[config.mk]
export PLATFORM = sky130hd
export DESIGN_NAME = synapse_row_writer
export DESIGN_NICKNAME = d
export VERILOG_FILES = /design/src/rtl/synapse_row_writer.sv
export SDC_FILE = /design/constraint.sdc
export NUM_CORES = 1
export LEC_CHECK = 0
export ABC_AREA = 1
export CORE_MARGIN = 5
export CORE_UTILIZATION = 55
export CTS_CLUSTER_DIAMETER = 30
export DETAILED_ROUTE_END_ITERATION = 16
export PLACE_DENSITY = 0.8
export SYNTH_ARGS = -nofsm -noshare
export SYNTH_HDL_FRONTEND = slang
export SYNTH_SLANG_ARGS = --single-unit
[constraint.sdc]
create_clock -name clk -period 2.42 [get_ports clk]
set_input_delay 0.605 -clock clk [delete_from_list [all_inputs] [get_ports clk]]
set_output_delay 0.605 -clock clk [all_outputs]
set_load 0.02 [all_outputs]
[src/rtl/synapse_row_writer.sv]
// Assembles a serial stream of connection words into one NUM_AXONS-bit row and writes it to the connection store.
// Optional macro SYNROW_POPCOUNT_EN: conn_count reports the number of set bits in the written row (else tied to 0).
module synapse_row_writer #(
    parameter int unsigned NUM_AXONS   = 256,
    parameter int unsigned NUM_NEURONS = 256,
    parameter int unsigned WORD_W      = 8
) (
    input  logic                           clk,
    input  logic                           rst,
    input  logic                           cfg_start,
    input  logic [$clog2(NUM_NEURONS)-1:0] cfg_neuron,
    input  logic                           cfg_abort,
    input  logic                           cfg_valid,
    input  logic [WORD_W-1:0]              cfg_data,
    output logic                           cfg_ready,
    output logic                           busy,
    output logic                           wr_en,
    output logic [$clog2(NUM_NEURONS)-1:0] wr_addr,
    output logic [NUM_AXONS-1:0]           wr_data,
    output logic                           done,
    output logic [$clog2(NUM_AXONS):0]     conn_count
);

    localparam int unsigned AW        = $clog2(NUM_NEURONS);
    localparam int unsigned NUM_WORDS = NUM_AXONS / WORD_W;
    localparam int unsigned CNT_W     = (NUM_WORDS > 1) ? $clog2(NUM_WORDS) : 1;

    generate
        if ((NUM_AXONS % WORD_W) != 0) begin : g_bad_word_w
            $error("synapse_row_writer: NUM_AXONS must be a multiple of WORD_W");
        end
    endgenerate

    typedef enum logic [1:0] {
        IDLE,
        LOAD,
        WRITE
    } state_t;

    state_t               state;
    logic [AW-1:0]        neuron_q;
    logic [NUM_AXONS-1:0] row;
    logic [NUM_AXONS-1:0] row_next;
    logic [CNT_W-1:0]     word_cnt;
    logic                 xfer;
    logic                 last_word;

    assign xfer      = cfg_valid & cfg_ready;
    assign last_word = (word_cnt == CNT_W'(NUM_WORDS - 1));

    // Current row with the incoming word merged into its slot
    always_comb begin
        row_next = row;
        for (int k = 0; k < int'(NUM_WORDS); k++) begin
            if (word_cnt == CNT_W'(k)) begin
                row_next[k*WORD_W +: WORD_W] = cfg_data;
            end
        end
    end

    // Control FSM with registered handshake and write-port outputs
    always_ff @(posedge clk) begin
        if (rst) begin
            state     <= IDLE;
            neuron_q  <= '0;
            row       <= '0;
            word_cnt  <= '0;
            cfg_ready <= 1'b0;
            busy      <= 1'b0;
            wr_en     <= 1'b0;
            done      <= 1'b0;
            wr_addr   <= '0;
            wr_data   <= '0;
        end else begin
            wr_en <= 1'b0;
            done  <= 1'b0;
            case (state)
                IDLE: begin
                    if (cfg_start) begin
                        neuron_q  <= cfg_neuron;
                        row       <= '0;
                        word_cnt  <= '0;
                        cfg_ready <= 1'b1;
                        busy      <= 1'b1;
                        state     <= LOAD;
                    end
                end
                LOAD: begin
                    // Abort wins over a same-cycle transfer; that word is dropped
                    if (cfg_abort) begin
                        cfg_ready <= 1'b0;
                        busy      <= 1'b0;
                        state     <= IDLE;
                    end else if (xfer) begin
                        row <= row_next;
                        if (last_word) begin
                            cfg_ready <= 1'b0;
                            wr_en     <= 1'b1;
                            done      <= 1'b1;
                            wr_addr   <= neuron_q;
                            wr_data   <= row_next;
                            state     <= WRITE;
                        end else begin
                            word_cnt <= word_cnt + CNT_W'(1);
                        end
                    end
                end
                WRITE: begin
                    busy  <= 1'b0;
                    state <= IDLE;
                end
                default: begin
                    cfg_ready <= 1'b0;
                    busy      <= 1'b0;
                    state     <= IDLE;
                end
            endcase
        end
    end

`ifdef SYNROW_POPCOUNT_EN
    localparam int unsigned POP_W  = $clog2(NUM_AXONS) + 1;
    localparam int unsigned WPOP_W = $clog2(WORD_W) + 1;

    function automatic logic [WPOP_W-1:0] word_pop(input logic [WORD_W-1:0] w);
        logic [WPOP_W-1:0] c;
        c = '0;
        for (int i = 0; i < int'(WORD_W); i++) begin
            c = c + WPOP_W'(w[i]);
        end
        return c;
    endfunction

    logic [POP_W-1:0] pop_acc;
    logic [POP_W-1:0] pop_next;

    assign pop_next = pop_acc + POP_W'(word_pop(cfg_data));

    // Running set-bit count; published only when the row is written
    always_ff @(posedge clk) begin
        if (rst) begin
            pop_acc    <= '0;
            conn_count <= '0;
        end else if (state == IDLE && cfg_start) begin
            pop_acc <= '0;
        end else if (state == LOAD && !cfg_abort && xfer) begin
            pop_acc <= pop_next;
            if (last_word) begin
                conn_count <= pop_next;
            end
        end
    end
`else
    assign conn_count = '0;
`endif

endmodule

* Word level (Yosys, flattened, before mapping) *
Index checks and enable logic that the tools add are counted.

storage, ports and cells
  register bits after elaboration = 538
  input bits = 21
  output and inout port bits = 277
  word-level logic and storage cells = 120

operators by class
  add/sub/neg operators = 1
  equal/unequal tests = 40
  muxes and demuxes = 54
  bitwise operators = 5
  reduce and logical (&&, ||, !) cells = 11

operator list
  kind                                           count
  2-to-1 mux 256 bit                             3
  one-hot mux 256 bit (2 select lines)           1
  2-to-1 mux 8 bit                               32
  == test 5 bit, second input constant           16
  == test 5 x 4 -> 1 bit, second input constant  8
  == test 5 x 3 -> 1 bit, second input constant  4
  2-to-1 mux 5 bit                               4
  AND reduction 4 bit                            3
  == test 5 x 2 -> 1 bit, second input constant  2
  != test 2 bit, second input constant           5
  one-hot mux 5 bit (2 select lines)             1
  2-to-1 mux 2 bit                               4
  2-to-1 mux 1 bit                               6
  != test 3 bit, second input constant           2
  adder 5 x 1 -> 5 bit, second input constant    1
  == test 5 x 1 -> 1 bit, second input constant  1
  zero test 5 bit                                1
  AND reduction 5 bit                            1
  inverter 1 bit                                 4
  one-hot mux 2 bit (2 select lines)             1
  AND reduction 2 bit                            2
  OR reduction 4 bit                             1
  one-hot mux 1 bit (3 select lines)             1
  AND reduction 3 bit                            1
  6 further kinds                                6

* Longest topological paths before layout *
Gate-level depths: netlist of the first run.

  depth after elaboration = 5
  depth in mapped cells = 13
  mapped depth without buffers = 12

* Worst setup path before layout of the first run *
Ideal clock, no wire load.

  path type = register to register
  start point = register word_cnt[0]
  end point = register wr_data[141]
  library setup time = 65 ps
  arrival = 1898 ps
  data required time = 2355 ps
  setup slack = 457 ps
  stages on the path, launching flop included = 14
  buffers on the path = 3
  period minus slack after synthesis = 1963 ps
  path through = dfxtp_1 -> ha_1 -> nand2_1 -> nor2_1 -> ha_1 -> buf_2 -> inv_2 -> nor2_1 -> nand2_1 -> nor2_2 -> clkbuf_2 -> buf_2 -> o21ai_0 -> nor2_1

between the ends
  cells in the longest elaborated chain, start to end = 2
  elaborated cells on any way between the ends = 4
  those cells by class = 2 x eq/ne; 1 x mux; 1 x reduce/logical

RTL lines
  item                                  line  RTL
  start: declaration                    44    logic [CNT_W-1:0] word_cnt;
  start signal: assignment              104   word_cnt <= word_cnt + CNT_W'(1);
  == test 5 bit                         49    assign last_word = (word_cnt == CNT_W'(NUM_WORDS - 1));
  via last_word                         46    logic last_word;
  AND reduction 4 bit (no source line)  -
  end signal: assignment                101   wr_data <= row_next;
  end: declaration                      19    output logic [NUM_AXONS-1:0] wr_data,

The timed path passes the listed nets, and every way through them passes these cells.
A chain may end at the register's enable or synchronous reset.

* Worst setup path in the final report of the first run *
  start point = register word_cnt[0]
  end point = register row[228]

between the ends
  cells in the longest elaborated chain, start to end = 5

RTL lines
  item                                  line  RTL
  == test 5 bit                         55    if (word_cnt == CNT_W'(k)) begin
  2-to-1 mux 8 bit                      55
  2-to-1 mux 256 bit                    94    end else if (xfer) begin
  2-to-1 mux 256 bit                    90    if (cfg_abort) begin
  one-hot mux 256 bit (2 select lines)  77    case (state)
  end signal: assignment                95    row <= row_next;
  end: declaration                      42    logic [NUM_AXONS-1:0] row;

No other way between the ends. The select of a mux whose other input is x is not followed.

==> results of run 1 <==
[through the flow]
| stage | setup slack (ns) | hold slack [ns] |
|---|---|---|
| final | 0.113 | 0.329 |
| after global routing | 0.0200 | 0.331 |
| after CTS | 0.0664 | 0.305 |
| after detailed placement | 0.0633 | 0.450 |
| after global placement | 0.111 | 0.446 |
| after floorplan | 0.457 | 0.439 |
[report_power, final]
| group | internal [mW] | total, mW | switching [mW] |
|---|---|---|---|
| Clock | 9.81 | 15.0 | 5.18 |
| Sequential | 8.76 | 8.78 | 0.0169 |
| Combinational | 0.272 | 1.14 | 0.867 |
[cells by family (layout without fill, tap and decap cells)]
kind of cell,Yosys count,count (layout),share of synthesized area
simple gates,1373,1373,0.266
compound gates,770,770,0.168
buf+inv,547,820,0.0986
flops,530,530,0.464
fa+ha+maj,6,6,0.00328
other cells,1,9,0.000164
[layout make-up]
cell class	instances	area [um^2]
repair buffers	359	3900
well taps	532	666
flip-flops and latches	530	10600
clock buffers	113	2700
fillers	2896	11100
inverters	270	1020
clock inverters	78	981
multi-input cells	2158	10100
[final timing paths]
| kind | depth (start not counted) | endpoint | from |
|---|---|---|---|
| worst min-delay path | 2 | row[25] | rst |
| worst max-delay path | 9 | row[228] | word_cnt[0] |
| worst min register to register | 2 | row[8] | row[8] |
| worst max register to register | 9 | row[228] | word_cnt[0] |
[sequential cells by signal, summed over array words and instances (netlist names)]
signal,count
busy,1
cfg_ready,1
done,1
neuron_q,8
row,248
state,2
word_cnt,5
wr_addr,8
wr_data,256
[layout by cell type, fill, tap and decap left out, types with 9 or more instances in the layout]
master and instances:
nand2_1 587, clkinv_4 14, o21ai_0 276, buf_4 33, clkbuf_16 105, a21oi_1 492
nor2_1 286, inv_1 257, clkdlybuf4s50_1 287, clkinv_2 9, buf_12 37, dfxtp_1 528
inv_6 29, nand3_2 9, conb_1 9, inv_2 10, bufinv_16 15, nand3_1 297
nand4_1 176
[metal layers]
metal / wire [um] / share of wire / GRT usage / vias to the layer above
li1: - / - / - / 11200
met1: 29100 / 0.38 / 0.390 / 11300
met2: 35600 / 0.47 / 0.504 / 1443
met3: 7640 / 0.10 / 0.0638 / 281
met4: 3180 / 0.042 / 0.154 / 0
met5: 0 / 0 / 0 / -
[critical path: stages (launching register included)]
cell	delay [ns]
dfxtp_1	0.31
buf_4	0.15
inv_1	0.08
ha_2	0.32
inv_1	0.11
nor2_2	0.43
nand2_1	0.35
nand2_1	0.18
nand3_1	0.11
a21oi_1	0.18
[repair_timing]
action | CTS | global route
buffers inserted | 0 | 3
resized for setup | 0 | 4
hold buffers | 0 | 0
endpoints found under the setup margin | 0 | 259
==> impl_metrics.csv, run 1 <==
group,metric,value,unit
status,outcome,"complete, no violations",
critical_path,crit_fanout,10,
timing,fmax,433,MHz
drt,avgRoutedWirePerCell,18.7,um
power_and_ir_drop,power,24.9,mW
logic_synthesis,synth_top_area_frac,0.464,
floorplanning,initial_core_util,0.558,
global_routing,grtUsageTotal,0.308,
finish,final_area,0.0300,mm^2
clock_tree,clockRootBuffer,"clkbuf_16",
critical_path,cp-end-kind,"register",
power_and_ir_drop,leakagePower,12.3,nW
drt,first_iter_violations,3027,
global_routing,antenna_found_initial,0,
placement,dp_hpwl,43500,um
critical_path,critical_path_class,"reg -> reg",
logic_synthesis,synth.most_common_cell,"nand2_1",
logic_synthesis,synthTopCellsByCount,"589 x nand2_1, 530 x dfxtp_1, 492 x a21oi_1",
clock_tree,cts_sinks,530,
clock_tree,cts_tree,"done",
clock_tree,cts_made_buffers,101,
floorplanning,ios,298,
logic_synthesis,synth_edf_count,0,
logic_synthesis,synth_top_area_cell,"dfxtp_1",
finish,syn_to_final_growth,30.9,%
global_routing,grt_pass1_vias,23600,
critical_path,r2r_slack,0.11,ns
job,maxCapViolCount,0,
finish,diodes,0,
finish,final_util,0.730,
floorplanning,core.rowCount,74,
drt,drc,0,
timing,worstMarginPinSlew,0.909,ns
timing,hold_violations,0,
global_routing,grt_max_degree,128,
timing,slew_headroom,0.394,
drt,viasPerCell,5.99,
logic_synthesis,ys.flop_type,"dfxtp_1",
logic_synthesis,synth_area,0.0229,mm^2
hold_path,hold_path_class,"in -> reg",
clock_tree,clk_pin_slew_worst_paths,0.05,ns
logic_synthesis,async_flop_share,0,
clock_tree,ctsLongestPathBuffers,3,
placement,place_area,0.0262,mm^2
floorplanning,die_w,214,um
drt,first_pass_iters,9,
finish,final_cells,4040,
logic_synthesis,yosys_warnings,0,
logic_synthesis,syn_avg_cell_area,7.09,um^2
drt,via_count,24200,
floorplanning,die_y,214,um
finish,drive_above_1_share,0.0864,
logic_synthesis,synth_seq_cells,530,
floorplanning,core_area,0.0410,mm^2
logic_synthesis,ys_seq_area_frac,0.464,
logic_synthesis,yosysUniqueCellTypes,24,
global_routing,globalRouteOverflowTotal,0,
logic_synthesis,synth_cells,3227,
placement,place_congestion,0.854,
critical_path,required,2.96,ns
placement,dp.cells,3845,
drt,drt-total-wl,75500,um
timing,period_needed,2.31,ns
timing,rsz0062_at_grt,"no",
timing,finalSetupViolCount,0,
power_and_ir_drop,peakVddDrop,0.642,mV
finish,fin_nets,3447,
critical_path,cp-start-kind,"register",
placement,port_buffers,288,
timing,fin_crit_sh,0.953,
drt,ant_nets,0,
clock_tree,worstSkewPairLatency,0.63,ns
floorplanning,die_area,0.0458,mm^2
global_routing,grt_first_pass_wirelength,120000,um
timing,finalSetupTns,0,ns
timing,finClkSkew,0.0222,ns
timing,report.final.slew_viol_count,0,
power_and_ir_drop,power_density,831,mW/mm^2
critical_path,cp.arrival,2.84,ns
logic_synthesis,synth_area_leaders,"dfxtp_1 46%, a21oi_1 11%, nand2_1 9.7%",
clock_tree,htreeDepth,3,
(Power assumes the default switching activity.)
==> run 2, diff against run 1 <==
SLEW_MARGIN = 15   (was default)
==> results of run 2 <==
Final layout, timing and power as in run 1 (identical DEF).
